## src/rtl/arb_pkg.sv

```systemverilog
// Shared types and helpers for the registered round-robin / fixed-priority arbiter.
package arb_pkg;

    typedef enum logic {ARB_IDLE, ARB_GRANT} arb_state_t;

    // Pointer for the next round: one below the last winner, wrapping from 0 to n-1.
    function automatic int unsigned rr_ptr_next(input int unsigned cur, input int unsigned n);
        return (cur == 0) ? (n - 1) : (cur - 1);
    endfunction

endpackage

```

## src/rtl/pri_enc.sv

```systemverilog
// Combinational priority encoder: reports the highest index whose req bit is at level ACT.
module pri_enc #(
    parameter int   IN  = 8,
    parameter int   OUT = $clog2(IN),
    parameter logic ACT = 1'b1
) (
    input  logic [IN-1:0]  req,
    output logic           valid,
    output logic [OUT-1:0] out
);

    always_comb begin
        valid = 1'b0;
        out   = '0;
        // Ascending scan so the last (highest) hit is what remains.
        for (int i = 0; i < IN; i++) begin
            if (req[i] == ACT) begin
                valid = 1'b1;
                out   = OUT'(i);
            end
        end
    end

endmodule

```

## src/rtl/rr_pri_arb.sv

```systemverilog
// Registered round-robin / fixed-priority arbiter with a sticky grant held until ack.
module rr_pri_arb
    import arb_pkg::*;
#(
    parameter int   IN  = 8,
    parameter int   OUT = $clog2(IN),
    parameter logic ACT = 1'b1,
    parameter bit   RR  = 1'b1
) (
    input  logic           clk,
    input  logic           reset,
    input  logic [IN-1:0]  req,
    input  logic           ack,
    output logic           valid,
    output logic [OUT-1:0] out,
    output logic [IN-1:0]  grant_vec
);

    localparam logic [OUT-1:0] PTR_INIT = OUT'(IN - 1);

    arb_state_t     state, state_d;
    logic [OUT-1:0] ptr, ptr_d, out_d;
    logic           valid_d;

    logic [IN-1:0]  req_act, mask, req_masked;
    logic [OUT-1:0] ptr_upd, ptr_eff, winner;
    logic           pe_m_valid, pe_u_valid;
    logic [OUT-1:0] pe_m_out, pe_u_out;
    logic           accept;

    assign req_act = ACT ? req : ~req;
    assign accept  = (state == ARB_GRANT) && ack;
    assign ptr_upd = RR ? OUT'(rr_ptr_next(int'(unsigned'(out)), IN)) : PTR_INIT;

    // The winner loaded on an accepting edge already sees the post-ack pointer.
    assign ptr_eff = accept ? ptr_upd : ptr;

    always_comb begin
        mask = '0;
        for (int i = 0; i < IN; i++) begin
            mask[i] = (i <= int'(unsigned'(ptr_eff)));
        end
    end

    assign req_masked = req_act & mask;

    pri_enc #(.IN(IN), .OUT(OUT), .ACT(1'b1)) u_pe_masked (
        .req   (req_masked),
        .valid (pe_m_valid),
        .out   (pe_m_out)
    );

    pri_enc #(.IN(IN), .OUT(OUT), .ACT(1'b1)) u_pe_unmasked (
        .req   (req_act),
        .valid (pe_u_valid),
        .out   (pe_u_out)
    );

    assign winner = (RR && pe_m_valid) ? pe_m_out : pe_u_out;

    always_comb begin
        state_d = state;
        ptr_d   = ptr;
        out_d   = out;
        valid_d = valid;
        case (state)
            ARB_IDLE: begin
                if (pe_u_valid) begin
                    out_d   = winner;
                    valid_d = 1'b1;
                    state_d = ARB_GRANT;
                end
            end
            ARB_GRANT: begin
                if (ack) begin
                    ptr_d = ptr_upd;
                    if (pe_u_valid) begin
                        out_d = winner;
                    end else begin
                        out_d   = '0;
                        valid_d = 1'b0;
                        state_d = ARB_IDLE;
                    end
                end
            end
            default: begin
                state_d = ARB_IDLE;
                out_d   = '0;
                valid_d = 1'b0;
            end
        endcase
    end

    always_ff @(posedge clk) begin
        if (reset) begin
            state <= ARB_IDLE;
            ptr   <= PTR_INIT;
            out   <= '0;
            valid <= 1'b0;
        end else begin
            state <= state_d;
            ptr   <= ptr_d;
            out   <= out_d;
            valid <= valid_d;
        end
    end

    assign grant_vec = valid ? (IN'(1) << out) : '0;

endmodule

```

## config.mk

```make
export PLATFORM = sky130hd
export DESIGN_NAME = rr_pri_arb
export DESIGN_NICKNAME = d
export VERILOG_FILES = /design/src/rtl/arb_pkg.sv /design/src/rtl/pri_enc.sv /design/src/rtl/rr_pri_arb.sv
export SDC_FILE = /design/constraint.sdc
export NUM_CORES = 1
export LEC_CHECK = 0
export BUFFER_PORTS_ARGS = -buffer_cell sky130_fd_sc_hd__buf_2
export CORE_MARGIN = 2
export CORE_UTILIZATION = 45
export CTS_CLUSTER_DIAMETER = 120
export DETAILED_ROUTE_END_ITERATION = 12
export PLACE_DENSITY = 0.79
export SETUP_SLACK_MARGIN = 0.15
export SYNTH_ARGS = -nofsm -noshare
export SYNTH_HDL_FRONTEND = slang
export SYNTH_SLANG_ARGS = --single-unit
export TNS_END_PERCENT = 1
```

## constraint.sdc

```tcl
create_clock -name clk -period 2.4 [get_ports clk]
set_input_delay 0.36 -clock clk [delete_from_list [all_inputs] [get_ports clk]]
set_output_delay 0.36 -clock clk [all_outputs]
set_load 0.01 [all_outputs]
```

Yosys cells after proc, flatten, opt, wreduce, memory -nomap -nowiden. Cells that the tools add are included.

Register bits after elaboration: 8. Input bits: 11. Output and inout bits: 12. Word-level logic and storage cells: 68.

$add $sub $neg: 1. Magnitude comparators: 7. Eq/ne operators: 3. Shifts and indexed selects: 1. Multiplexer cells: 45. Bitwise operators: 2. Reduce and logical (&&, ||, !) cells: 5.

Operators with widths (number): 3-bit 2-to-1 mux (18); 1-bit 2-to-1 mux (23); 3-bit less-or-equal comparator (first input constant) (4); 8-bit AND (1); 8-bit 2-to-1 mux (1); 1-bit by 3-bit left shift with 8-bit output (first input constant) (1); 2-bit by 3-bit less-or-equal comparator with 1-bit output (first input constant) (2); 2-bit != test (second input constant) (3); 3-bit case mux with 2 select lines (1); 1-bit case mux with 2 select lines (2); 2-bit AND reduction (2); 1-bit by 3-bit less-or-equal comparator with 1-bit output (first input constant) (1); 3-bit logical NOT (1); 3-bit AND reduction (1); 3-bit by 1-bit subtractor with 3-bit output (second input constant) (1); 1-bit logical AND (1); 1-bit inverter (1).

Longest topological paths before layout.
Depth after elaboration: 17. Depth in mapped cells: 8.

Cells and area by module. Synthesis repeated with hierarchy kept, for this count alone.

Cells, all modules: 97. Area, all modules: 733.2 sq um.

Modules (own cells, without submodules): rr_pri_arb (instances 1, cells each 73, area an instance 618.1 sq um, seq. area each 160.2 sq um); pri_enc (instances 2, cells each 12, area an instance 57.6 sq um, seq. area each 0.0 sq um).

Worst setup path before layout. Ideal clock, no wire load.

Path type: register to register. From: register out[0]. To: register out[2]. Arrival time: 2.164 ns. Required time: 2.318 ns. Slack: 0.154 ns. Cell stages (with the launch flop): 9. Path through: dfxtp_1 > inv_1 > ha_1 > or3_4 > a31o_4 > or3_1 > a21oi_2 > nand3_1 > o221ai_1.

Word-level cells in the longest chain between the ends: 16.

RTL lines: from (decl) (RTL line rr_pri_arb.sv:15) `output logic [OUT-1:0] out,`; from (signal assigned) (RTL line rr_pri_arb.sv:103) `out <= out_d;`; 3-bit by 1-bit subtractor with 3-bit output / 3-bit logical NOT (equally long branches) (RTL line arb_pkg.sv:8) `return (cur == 0) ? (n - 1) : (cur - 1);`; 3-bit 2-to-1 mux (*) (RTL line arb_pkg.sv:8); 3-bit 2-to-1 mux (*) (RTL line rr_pri_arb.sv:36) `assign ptr_eff = accept ? ptr_upd : ptr;`; 1-bit by 3-bit less-or-equal comparator with 1-bit output (RTL line rr_pri_arb.sv:41) `mask[i] = (i <= int'(unsigned'(ptr_eff)));`; 8-bit AND (*) (RTL line rr_pri_arb.sv:45) `assign req_masked = req_act & mask;`; 1-bit 2-to-1 mux (7 in series) (RTL line pri_enc.sv:17) `if (req[i] == ACT) begin`; 3-bit 2-to-1 mux (*) (RTL line rr_pri_arb.sv:59) `assign winner = (RR && pe_m_valid) ? pe_m_out : pe_u_out;`; 3-bit 2-to-1 mux (RTL line rr_pri_arb.sv:77) `if (pe_u_valid) begin`; 3-bit 2-to-1 mux (RTL line rr_pri_arb.sv:75) `if (ack) begin`; 3-bit case mux with 2 select lines (*) (RTL line rr_pri_arb.sv:66) `case (state)`.

Mark *: on every way between the ends. The rest lies on a longest branch, timed or not. The select of a mux whose other input is x is not followed. A chain may end at the register's enable or synchronous reset.

Worst setup path after layout.
From: register out[1]. To: register out[2].

Same word-level chain as after synthesis.

==> metrics.csv <==
stage,metric,value,unit
outcome,outcome,"complete, no violations",
power,peakVddDrop,0.391,mV
cts,cts_buffers,3,
timing,fin_crit_sh,89.1,%
global_routing,overflow,0,
final_layout,n_antenna_cell,0,
routing,vias,856,
flow_run,drv_cap,0,
cts,htree_levels,1,
worst_setup_path,slowest_stage,or3_4,
timing,tns,0,ps
yosys,synthesis.nets,115,
yosys,synth_edf_count,0,
global_routing,grt_pass1_vias,791,
yosys,ys_warn_count,0,
timing,tightest_slew,473,ps
floorplanning,dieArea,0.00197,sq mm
worst_setup_path,slowest_delay,370,ps
worst_hold_path,hold_start,reset,
worst_setup_path,worstPathArrival,2330,ps
worst_setup_path,worstPathMaxFanout,8,
routing,m1WireLength,831,um
cts,insertion_delay,260,ps
power,power.share.sequential,35.6,%
floorplanning,start_util,48.3,%
worst_setup_path,crit-reg2reg-launch,out[1],
power,clockPowerShare,24.2,%
floorplanning,core_area,0.00152,sq mm
yosys,ys_seq_area_share,21.8,%
final_layout,syn_to_final_growth,22.8,%
power,p_sw_share,37.4,%
routing,wl_met3,139,um
power,p_int,282,uW
placed_design,hpwl,1.54,mm
routing,first_pass_iters,4,
worst_setup_path,end_kind,register,
global_routing,antenna_found_initial,0,
yosys,synth_seq_cells,8,
routing,wirelength,1.95,mm
yosys,async_reset_ff_share,0,%
worst_setup_path,crit_chain,"inv_2, ha_2, or3_4, a31o_4, or3_1, a21oi_2, nand3_1, o221ai_2",
routing,drtIter0Drc,26,
routing,drt-wirelength-per-cell,13.9,um
power,total_power,450,uW
power,switching_power,169,uW
global_routing,grt_pass1_wl,3.30,mm
routing,top_layer_used,met4,
cts,cts_hold_buffers,0,
global_routing,grt_max_degree,12,
worst_setup_path,critPathKind,register to register,
worst_hold_path,min_path_type,input port to register,
final_layout,fill_cells,147,
routing,met2WireLength,953,um
yosys,synthCells,99,
yosys,yosysUniqueCellTypes,36,
timing,fin_skew,4.74,ps
cts,clk_path_buf_depth,2,
timing,grt_setup_unrepaired,no,
floorplanning,die_y,44.4,um
cts,ctsRootBufferMaster,clkbuf_4,
routing,drcViolationCount,0,
floorplanning,die_w,44.4,um
cts,cts_tree,yes,
routing,routed_via_density,6.11,
worst_setup_path,crit_path_start_kind,register,
cts,clkTransAtPathRegs,60,ps
yosys,netlist_area,736,sq um
worst_setup_path,startpoint,out[1],
power,power_frac_comb,40.2,%
timing,hold_viol,0,
global_routing,track_usage,22.9,%
floorplanning,ioPinCount,23,
timing,fin_crit,2140,ps
timing,finalWorstSetupSlack,263,ps
placed_design,dpl_worst_slack,156,ps
power,p_leak,0.433,nW
cts,clock-sinks,8,
worst_setup_path,crit_required,2590,ps
final_layout,drive_gt1_share,29.8,%
timing,timing.fmax,468,MHz
yosys,synth.avg_cell_area,7.43,sq um
timing,finalSetupViolations,0,
placed_design,port_buffers,22,
timing,maxSlewHeadroom,68.2,%
floorplanning,row_count,14,
final_layout,nets,142,
routing,drtAntennaViolNets,0,
timing,slew_viol_final,0,
yosys,ys.flop_type,dfxtp_1,
power,p_per_area,498,mW/mm^2
placed_design,routabilityCongestion,0.890,
==> registers in the layout, indices dropped and copies added, names as in the netlist <==
name and cells:
valid 1, out 3, state 1, ptr 3
==> worst max-delay path, delay by kind of cell (launching register included) <==
kind / cells / cell delay (ps)
AOI/OAI and AO/OA: 3 / 640
DFF: 1 / 350
and+or+nand+nor: 3 / 810
adders and majority gates: 1 / 190
buffers and inverters: 1 / 70
==> power groups by stage <==
stage / logic [mW] / clock network (mW) / registers, mW
after global routing: 0.201 / 0.121 / 0.163
after detailed placement: 0.173 / 0 / 0.162
after floorplan: 0.111 / 0 / 0.166
after CTS: 0.175 / 0.110 / 0.159
final: 0.181 / 0.109 / 0.160
after global placement: 0.170 / 0 / 0.161
==> layout make-up <==
type	instances	area, sq um	area share, %
multi-input combinational	84	558	61.8
sequential	8	163	18.0
timing repair buffer	23	118	13.0
clock buffer	3	22.5	2.49
inverter	6	22.5	2.49
tap	16	20.0	2.22
==> final timing paths <==
check                           cells after the start  slack (ps)      to
worst max-delay path                                8         260  out[2]
worst min-delay path                                2         350   state
worst max register to register                      8         260  out[2]
worst min register to register                      1         590   valid
==> kinds of logic (layout without fill, tap and decap cells) <==
kind of cell | after synthesis | count (layout) | share of synthesized area, %
buffers and inverters | 7 | 32 | 3.57
AO/OA/AOI/OAI | 33 | 33 | 32.1
AND/OR/NAND/NOR | 45 | 45 | 32.7
adder cells (fa/ha/maj) | 5 | 5 | 8.50
flip-flops | 8 | 8 | 21.8
multiplexers | 1 | 1 | 1.36
==> per-stage QoR <==
| step | utilization (%) | area (sq um) | hold WS (ps) | instances |
|---|---|---|---|---|
| 6_report | 59.3 | 903 | 347 | 140 |
| 5_1_grt | 59.3 | 903 | 363 | 140 |
| 4_1_cts | 58.5 | 892 | 342 | 140 |
| 3_5_place_dp | 57.1 | 870 | 577 | 137 |
| 3_3_place_gp | 57.1 | 870 | 554 | 137 |
| 2_1_floorplan | - | 736 | 429 | 99 |
==> placed cells by master (no fill, tap or decap), types with 2 or more instances in the layout <==
master	instances
ha_1	4
and3_1	5
o21a_1	3
dfxtp_2	2
and2b_1	2
and2_1	5
nand2_1	10
or2_2	2
clkbuf_4	3
a31oi_1	3
inv_1	5
nand3_1	3
nand2b_1	4
o22ai_1	2
o31ai_1	2
nor2_1	7
nor3_1	2
buf_2	22
o311ai_0	2
dfxtp_1	6
a21oi_1	10
==> what timing repair did <==
item,CTS,global route
gates resized for setup,0,5
pin swaps,1,1
hold endpoints to repair,0,0
setup buffers,0,0
endpoints found under the setup margin,1,3
==> layer usage <==
layer,vias up,track usage [%]
li1,414,-
met1,403,29.5
met2,34,36.5
met3,5,6.53
met4,0,7.88
met5,-,0
==> synth_stat cells, types with 2 or more instances <==
master,instances,area [sq um]
or2_2,2,12.5
nand2_1,10,37.5
ha_1,5,62.6
nand3_1,3,15.0
o31ai_1,2,15.0
inv_1,6,22.5
o22ai_1,2,12.5
nor3_1,2,10.0
dfxtp_1,8,160
and3_1,5,31.3
nor2_1,7,26.3
and2_1,5,31.3
o311ai_0,2,17.5
nand2b_1,4,25.0
a31oi_1,3,18.8
o21a_1,3,22.5
a21oi_1,10,50.1
and2b_1,2,15.0
Note: power is estimated with default switching activity, not from simulation.
